**src/rtl/step_run_ctrl.sv**
```systemverilog
// step_run_ctrl: count-enable generator, debounced step pulse per press plus prescaled run-mode tick
// Ports: clk     - single clock, rising edge
//        reset   - asynchronous active-low reset
//        key_n   - raw pushbutton, 0 = pressed, asynchronous
//        run_sw  - raw run-mode switch, 1 = run, asynchronous
//        en      - registered one-cycle count enable for the downstream counter
//        pressed - registered debounced button level (1 while HELD or RELEASE_DB)
// Optional feature: define STEP_RUN_AUTO_REPEAT_EN to add hold-to-repeat pulses.
module step_run_ctrl #(
  parameter int DB_CYCLES  = 16,
  parameter int DIV        = 1000,
  parameter int REPEAT_DLY = 500,
  parameter int REPEAT_PER = 100
) (
  input  logic clk,
  input  logic reset,
  input  logic key_n,
  input  logic run_sw,
  output logic en,
  output logic pressed
);
  localparam int DW = $clog2(DB_CYCLES);
  localparam int PW = $clog2(DIV);
  if (DB_CYCLES < 2 || DIV < 2 || REPEAT_DLY < REPEAT_PER || REPEAT_PER < 1)
    $error("step_run_ctrl: illegal parameter set");
  typedef enum logic [1:0] {RELEASED, PRESS_DB, HELD, RELEASE_DB} state_t;
  state_t r_state, w_state_nxt;
  logic [DW-1:0] r_dcnt, w_dcnt_nxt;
  logic [PW-1:0] r_pcnt;
  logic r_key_meta, r_key_sync, r_run_meta, r_run_sync;
  logic w_key_s, w_step, w_tick, w_rep, w_dlast;
  assign w_key_s = ~r_key_sync;
  assign w_dlast = r_dcnt == DW'(DB_CYCLES - 1);
  assign w_tick  = r_run_sync && r_pcnt == PW'(DIV - 1);
  always_ff @(posedge clk or negedge reset)
    if (!reset) begin
      r_key_meta <= 1'b1;
      r_key_sync <= 1'b1;
      r_run_meta <= 1'b0;
      r_run_sync <= 1'b0;
    end else begin
      r_key_meta <= key_n;
      r_key_sync <= r_key_meta;
      r_run_meta <= run_sw;
      r_run_sync <= r_run_meta;
    end
  // One counter serves both debounce directions; it is zeroed on entry to either qualifying state.
  always_comb begin
    w_state_nxt = r_state;
    w_dcnt_nxt  = r_dcnt;
    w_step      = 1'b0;
    case (r_state)
      RELEASED:
        if (w_key_s) begin
          w_state_nxt = PRESS_DB;
          w_dcnt_nxt  = '0;
        end
      PRESS_DB:
        if (!w_key_s) w_state_nxt = RELEASED;
        else if (w_dlast) begin
          w_state_nxt = HELD;
          w_step      = 1'b1;
        end else w_dcnt_nxt = r_dcnt + 1'b1;
      HELD:
        if (!w_key_s) begin
          w_state_nxt = RELEASE_DB;
          w_dcnt_nxt  = '0;
        end
      RELEASE_DB:
        if (w_key_s) w_state_nxt = HELD;
        else if (w_dlast) w_state_nxt = RELEASED;
        else w_dcnt_nxt = r_dcnt + 1'b1;
      default: w_state_nxt = RELEASED;
    endcase
  end
  always_ff @(posedge clk or negedge reset)
    if (!reset) begin
      r_state <= RELEASED;
      r_dcnt  <= '0;
    end else begin
      r_state <= w_state_nxt;
      r_dcnt  <= w_dcnt_nxt;
    end
  always_ff @(posedge clk or negedge reset)
    if (!reset) r_pcnt <= '0;
    else r_pcnt <= (!r_run_sync || w_tick) ? '0 : r_pcnt + 1'b1;
`ifdef STEP_RUN_AUTO_REPEAT_EN
  localparam int RW = $clog2(REPEAT_DLY);
  logic [RW-1:0] r_rcnt;
  // After the first repeat the counter reloads so later pulses come every REPEAT_PER cycles.
  assign w_rep = r_state == HELD && r_rcnt == RW'(REPEAT_DLY - 1);
  always_ff @(posedge clk or negedge reset)
    if (!reset) r_rcnt <= '0;
    else r_rcnt <= r_state != HELD ? '0 : w_rep ? RW'(REPEAT_DLY - REPEAT_PER) : r_rcnt + 1'b1;
`else
  assign w_rep = 1'b0;
`endif
  always_ff @(posedge clk or negedge reset)
    if (!reset) begin
      en      <= 1'b0;
      pressed <= 1'b0;
    end else begin
      en      <= w_step | w_tick | w_rep;
      pressed <= w_state_nxt == HELD || w_state_nxt == RELEASE_DB;
    end
endmodule

```
**config.mk**
```make
export PLATFORM = sky130hd
export DESIGN_NAME = step_run_ctrl
export DESIGN_NICKNAME = d
export VERILOG_FILES = /design/src/rtl/step_run_ctrl.sv
export SDC_FILE = /design/constraint.sdc
export NUM_CORES = 1
export LEC_CHECK = 0
export BUFFER_PORTS_ARGS = -buffer_cell sky130_fd_sc_hd__buf_4
export CELL_PAD_IN_SITES_DETAIL_PLACEMENT = 1
export CELL_PAD_IN_SITES_GLOBAL_PLACEMENT = 1
export CORE_ASPECT_RATIO = 1.4
export CORE_MARGIN = 3
export CORE_UTILIZATION = 45
export DETAILED_ROUTE_END_ITERATION = 7
export GPL_ROUTABILITY_DRIVEN = 0
export PLACE_DENSITY_LB_ADDON = 0.1
export SYNTH_ARGS = -nofsm -noshare
export SYNTH_HDL_FRONTEND = slang
export SYNTH_SLANG_ARGS = --single-unit
export TNS_END_PERCENT = 100
```
**constraint.sdc**
```tcl
create_clock -name clk -period 2 [get_ports clk]
set_clock_uncertainty 0.1 [all_clocks]
set_input_delay 0.2 -clock clk [delete_from_list [all_inputs] [get_ports clk]]
set_output_delay 0.2 -clock clk [all_outputs]
set_load 0.01 [all_outputs]
```
==> results of run 1 <==
[kinds of logic (layout without fill, tap and decap cells)]
group                      Yosys count  count (layout)  share of synthesized area
AOI/OAI and AO/OA                   11              11                    0.06586
xor gates and xnor gates             7               7                    0.06586
adders and majority gates            2               2                    0.02688
buffers and inverters                3              16                    0.01210
DFF                                 22              22                     0.5941
and+or+nand+nor                     44              44                     0.2352
[per-layer routing]
metal | wire length (um) | vias to the layer above | GRT usage | share of wire
met4 | 42 | 0 | 0.09052 | 0.025
met3 | 37 | 4 | 0.01807 | 0.022
met1 | 718 | 344 | 0.1760 | 0.42
met5 | 0 | - | 0 | 0
li1 | - | 328 | - | -
met2 | 908 | 7 | 0.2917 | 0.53
[stage by stage]
| step | std cells | area [um2] |
|---|---|---|
| floorplan | 89 | 930.9 |
| global placement | 115 | 1001 |
| detailed placement | 115 | 1001 |
| CTS | 122 | 1057 |
| global route | 122 | 1057 |
| finish | 122 | 1057 |
[layout make-up]
cell class | count | area [um2]
clock buffer | 4 | 26.28
fill | 214 | 812.0
inverter | 3 | 11.26
multi-input combinational | 64 | 366.6
sequential | 22 | 553.0
tap | 20 | 25.02
timing repair buffer | 9 | 75.07
[power by group]
part	total (mW)	switching, mW	leakage (nW)	internal [mW]
Combinational	0.0502	0.0277	0.160	0.0225
Clock	0.204	0.126	0.0150	0.0779
Sequential	0.480	0.0156	0.289	0.464
[placed cells by master, fill, tap and decap left out, drive strengths merged, types with 2 or more instances in the layout]
cell type / n
dlygate4sd3: 3
nand4: 2
xor2: 4
dfrtp: 20
dfstp: 2
or3: 4
nand2: 11
inv: 3
o21ai: 6
clkbuf: 4
xnor2: 3
nand2b: 2
nand3: 10
a31oi: 3
buf: 6
ha: 2
nor2: 10
[worst reg2reg max path: stages, from the launching register on]
cell and delay, ns:
sky130_fd_sc_hd__dfrtp_1 0.42, sky130_fd_sc_hd__ha_1 0.23, sky130_fd_sc_hd__nand4_1 0.18, sky130_fd_sc_hd__nand2_1 0.19, sky130_fd_sc_hd__or3_1 0.39, sky130_fd_sc_hd__a21oi_1 0.16
[worst paths after layout]
path / cells after the start / start / to / slack [ns]
min reg2reg: 0 / r_key_meta / r_key_sync / 0.27
max in group asynchronous: 2 / reset / r_key_sync / 1.32
max reg2reg: 5 / r_dcnt[0] / r_dcnt[3] / 0.26
max: 5 / r_dcnt[0] / r_dcnt[3] / 0.26
min: 2 / reset / r_state[1] / 0.21
min in group clk: 0 / r_key_meta / r_key_sync / 0.27
[repair_timing]
item,CTS,global route
buffers inserted,0,0
setup endpoints to repair,0,0
hold buffers,3,0
hold endpoints to repair,24,0
[state kept, by name, indices dropped and copies added (netlist names)]
register	flops
en	1
r_run_meta	1
r_key_meta	1
r_state	2
pressed	1
r_key_sync	1
r_run_sync	1
r_dcnt	4
r_pcnt	10
==> results, run 1 <==
- The placement row count is 18.
- Among all flip-flop cells after synthesis, the most frequent one is sky130_fd_sc_hd__dfrtp_1.
- The type of element launching the critical path is a flop.
- The peak clock frequency supported by timing is 573.5 MHz.
- The data arrival at the endpoint of the critical path is 1.88 ns.
- The share of flip-flops with an asynchronous set or reset after synthesis is 1.000.
- The combined global-route utilization of all metal layers is 0.1606.
- The number of library cell types mapped by synthesis is 22.
- The length of the first detailed-routing pass in iterations is 4.
- The total DRC errors in the routed layout is 0.
- Synthesis handed over a netlist of 89 instances.
- The floorplan die area is 2658 um2.
- The critical path goes through ha_1 > nand4_1 > nand2_1 > or3_1 > a21oi_1.
- In this run the deepest clock path goes through 2 buffers.
- The number of global-route vias before repair is 731.
- The first-pass GRT wire length is 3.098 mm.
- The design draws 733.8 uW.
- The cell chosen for the clock root is sky130_fd_sc_hd__clkbuf_4.
- The synthesis-stage register bit count is 22.
- The part of the Yosys area used for sequential elements is 0.5941.
- The total number of nets in the final design is 109.
- During synthesis, Yosys emitted a total of 0 warnings.
- The starting DRC count in detailed routing is 14.
- The library cell occupying the most area in the post-synthesis netlist is sky130_fd_sc_hd__dfrtp_1.
- CTS built an H-tree with a depth of 1.
- The average cell area after synthesis is 10.46 um2.
- The number of CTS-inserted buffers is 3.
- In the finished design, the share of the clock period the worst path needs comes to 0.8719.
- The detail-routed via count per cell is 5.598.
- The wire length reported by the detailed router is 1.706 mm.
- The worst path meets setup with 0.2563 ns of slack.
- The worst-case headroom to the max-slew limit is 0.8185.
- The routed layout has 683 vias.
- The number of diodes is 0.
- The core region is 1869 um2.
- At the pin with the least slew margin, the transition time is 0.2723 ns.
- The total clock sinks is 22.
- After routing, the total negative slack on setup checks comes to 0 ns.
- The end-of-flow core utilization is 0.5656.
- Setup repair after global routing left no endpoint under its margin.
- The final HPWL from detailed placement is 1.252 mm.
- In this run the cell area of the synthesized design comes to 930.9 um2.
- In the post-synthesis netlist, the cell with the most instances is sky130_fd_sc_hd__dfrtp_1.
- Across the run, the number of max-cap violations was 0.
- The endpoint class of the critical path is a flop.
- The worst setup path is of the reg -> reg kind.
- The power density over the cells is 694.0 nW/um2.
- The leakage power figure is 0.4635 nW.
- TritonCTS built the clock tree.
- For this run, the slowest stage of the critical path takes 0.42 ns.
- The number of instances resized during post-cts repair is 0.
- The initial antenna violation count is 0.
- The data required time of the critical path is 2.14 ns.
- In the final layout, the share of cells above drive strength 1 is 0.1275.
- Global routing finished with a remaining overflow of 0.
- The worst-case vdd ir drop is 0.4448 mV.
- The routed length per instance is 13.98 um.
- The run finished with clean final reports.
- The count of buffers added on input and output ports is 5.
- After clock tree synthesis, the clock-pin slew on the worst setup and hold paths is 0.11 ns.
- For this configuration, the core starts out at a cell density of 0.4980.
- Along the worst path, the maximum fanout reaches 7.
- Entering global routing, the biggest net connects 23 pins.
- The setup slack at placement is 0.2705 ns.
- The number of buffers and inverters on the critical path is 0.
- From left edge to right edge, the die measures 44.44 um.
- The area fraction of the dominant cell type after synthesis is 0.5376.
- The clock network latency to the later pin of the worst-skew pair is 0.30 ns.
- The count of final hold-check violations was 0.
- 6 I/O pins were placed.
- The path class of the lowest-slack min-delay path is in -> async.
- On the critical path the largest part of the delay comes from simple AND/OR/NAND/NOR gates.
- The max-slew violation count is 0.
- The hold slack is 0.2120 ns.
- The post-synth net total is 95.
- The number of enable flip-flop cells after synthesis is 0.
- The slowest stage of the critical path is the sky130_fd_sc_hd__dfrtp_1 cell.
- The count of nets left with antenna violations once routing finished came out at 0.
- After synthesis, the cell types taking the most area are sky130_fd_sc_hd__dfrtp_1, sky130_fd_sc_hd__dfstp_2, sky130_fd_sc_hd__nand3_1, sky130_fd_sc_hd__nand2_1, sky130_fd_sc_hd__nor2_1.
- In the synthesized netlist, the cells that appear most often are sky130_fd_sc_hd__dfrtp_1, sky130_fd_sc_hd__nand2_1, sky130_fd_sc_hd__nand3_1, sky130_fd_sc_hd__nor2_1, sky130_fd_sc_hd__o21ai_0.
- The post-route minimum period is 1.744 ns.
- From synthesis to final layout, the design area changed by 13.57%.
- The die is 59.82 um tall.
- Setup violations remaining at the end of the flow were counted as 0.
(Power assumes the default switching activity.)
==> run 2: changes to the inputs <==
GPL_TIMING_DRIVEN = 0   (was default)
==> results, run 2 (synthesis results as in run 1) <==
- The flow ran to the end, and the final reports show no timing, DRC or antenna violations.
- The total overflow reported by the global router came to 0 (unchanged).
- The max-slew violation count is 0 (unchanged).
- The worst setup path is of the reg -> reg kind.
- The number of global-route vias before repair was 703 (-3.8%).
- The largest net degree at the start of global routing is 23 (unchanged).
- The largest stage delay on the critical path was 0.43 ns (about the same).
- The starting DRC count in detailed routing is 3 (-11).
- The total power is 737.3 uW (+0.47%).
- The power density over the cells is 702.3 nW/um2 (+1.2%).
- The core outline area was 1869 um2 (unchanged).
- The total number of vias came to 667 (-2.3%).
- The post-CTS repair timing setup buffer count is 0 (unchanged).
- The number of diodes came to 0 (unchanged).
- The number of buffer cells added on primary ports was 5 (unchanged).
- The largest registers in the layout are r_pcnt: 10 flops, r_dcnt: 4 flops, r_state: 2 flops.
- The wire length reported by the detailed router was 1.653 mm (-3.1%).
- The number of levels the H-tree was split into came to 1 (unchanged).
- The buffer depth of the longest clock path is 2 (unchanged).
- The endpoint class of the critical path is a flop.
- The hold slack is 0.1884 ns (-0.02356 ns).
- The path class of the tightest hold or removal check is in -> async.
- The clock network latency to the later pin of the worst-skew pair is 0.32 ns (+0.02 ns).
- The number of CTS-inserted buffers is 3 (unchanged).
- The standard cell with the maximum stage delay on the critical path is sky130_fd_sc_hd__dfrtp_1.
- The total DRC errors in the routed layout is 0 (unchanged).
- The total clock sinks was 22 (unchanged).
- The number of placed I/O pins is 6 (unchanged).
- The transition time at the pin with the least slew margin was 0.3765 ns (+0.1043 ns).
- The routed length per instance is 13.66 um (-2.3%).
- The leakage power figure is 0.4584 nW (-1.1%).
- The initial antenna violation count is 0 (unchanged).
- The register name with the most flops is r_pcnt.
- The starting utilization of the core area is 0.4980 (unchanged).
- The count of max-cap constraint violations was 0 (unchanged).
- The library cells used most frequently in the layout, excluding fill and tap cells, are sky130_fd_sc_hd__dfrtp_1, sky130_fd_sc_hd__nand2_1, sky130_fd_sc_hd__nand3_1, sky130_fd_sc_hd__nor2_1.
- The type of element launching the critical path is a flop.
- The combined global-route utilization of all metal layers came to 0.1578 (-0.002884).
- Setup repair after global routing left no endpoint under its margin.
- The length of the first detailed-routing pass in iterations was 2 (-2).
- The data required time of the critical path was 2.15 ns (about the same).
- The data arrival at the endpoint of the critical path is 1.90 ns (+0.02 ns).
- The worst-case headroom to the max-slew limit is 0.7473 (-0.07120).
- The post-route clock period utilization is 0.8721 (about the same).
- The placement row count was 18 (unchanged).
- The clock transition at the registers of the reported paths came to 0.12 ns (about the same).
- The detail-routed via count per cell came to 5.512 (-1.5%).
- The final HPWL from detailed placement is 1.168 mm (-6.7%).
- The worst-case vdd ir drop came to 0.5609 mV (+26%).
- The number of buffers and inverters on the critical path is 0 (unchanged).
- The top cell family by delay on the critical path is simple AND/OR/NAND/NOR gates.
- TritonCTS built the clock tree.
- The proportion of layout cells with a drive suffix above 1 is 0.1188 (-0.008639).
- The most common cell after layout, fill and taps aside is sky130_fd_sc_hd__dfrtp_1.
- The height of the chip came to 59.82 um (unchanged).
- The growth of design area from synthesis to finish is 12.77%.
- The cell chosen for the clock root is sky130_fd_sc_hd__clkbuf_4.
- The count of final hold-check violations is 0 (unchanged).
- The end-of-flow core utilization is 0.5616 (-0.004016).
- The total number of nets in the final design is 108 (-0.92%).
- The setup TNS after final layout is 0 ns (unchanged).
- The cell area after layout came to 1050 um2 (-0.71%).
- The peak clock frequency supported by timing is 573.4 MHz (about the same).
- The number of failing setup endpoints in the final timing report is 0 (unchanged).
- The first-pass GRT wire length is 2.904 mm (-6.3%).
- The highest fanout seen on the critical path is 7 (unchanged).
- The post-route antenna net violation count is 0 (unchanged).
- The floorplan die area is 2658 um2 (unchanged).
- The signal on the critical path passes through ha_1 > nand4_1 > nand2_1 > or3_1 > a21oi_1.
- The width of the die is 44.44 um (unchanged).
- The post-detailed-placement cell area is 993.5 um2 (-0.75%).
- The post-route minimum period came to 1.744 ns (+0.0003520 ns).
- The flip-flop count of the largest register after layout is 10 (unchanged).
## run 2: where the power goes
| part | internal (mW) | switching (mW) | total (mW) |
|---|---|---|---|
| sequential | 0.464 | 0.0156 | 0.480 |
| clock | 0.0781 | 0.131 | 0.209 |
| combinational | 0.0213 | 0.0271 | 0.0485 |
| total | 0.564 | 0.173 | 0.737 |
## run 2: metal layers
| metal | track usage | wire (um) | up-vias |
|---|---|---|---|
| met5 | 0 | 0 | - |
| met4 | 0.1034 | 51 | 0 |
| met3 | 0.04518 | 57 | 6 |
| met2 | 0.2854 | 902 | 8 |
| met1 | 0.1497 | 641 | 325 |
| li1 | - | - | 328 |
## run 2: final timing paths
path                            start         end  slack (ns)  cells past startpoint
hold reg to reg            r_key_meta  r_key_sync        0.26                      0
hold / removal                  reset   r_pcnt[4]        0.19                      2
max in group asynchronous       reset  r_key_sync        1.32                      2
min in group clk           r_key_meta  r_key_sync        0.26                      0
setup / recovery            r_dcnt[0]   r_dcnt[3]        0.26                      5
setup reg to reg            r_dcnt[0]   r_dcnt[3]        0.26                      5
## run 2: worst register-to-register path, stage by stage (launching register included)
cell                      delay (ns)
sky130_fd_sc_hd__dfrtp_1        0.43
sky130_fd_sc_hd__ha_1           0.23
sky130_fd_sc_hd__nand4_1        0.19
sky130_fd_sc_hd__nand2_1        0.20
sky130_fd_sc_hd__or3_1          0.39
sky130_fd_sc_hd__a21oi_1        0.15
## run 2: final cells by class
type | count | area [um2]
flip-flops and latches | 22 | 553.0
inverters | 3 | 11.26
fillers | 220 | 819.5
well taps | 20 | 25.02
multi-input cells | 64 | 366.6
repair buffers | 8 | 67.56
clock buffers | 4 | 26.28
## run 2: timing repair
item	4_1_cts	5_1_grt
hold buffers	3	0
endpoints found under the setup margin	0	5
endpoints found under the hold margin	24	0
resized for setup	0	1
## run 2: stage by stage
stage	std cells	setup slack, ns
5_1_grt	121	0.1216
3_5_place_dp	114	0.1568
2_1_floorplan	89	0.4353
3_3_place_gp	114	0.1607
4_1_cts	121	0.1551
6_report	121	0.2559
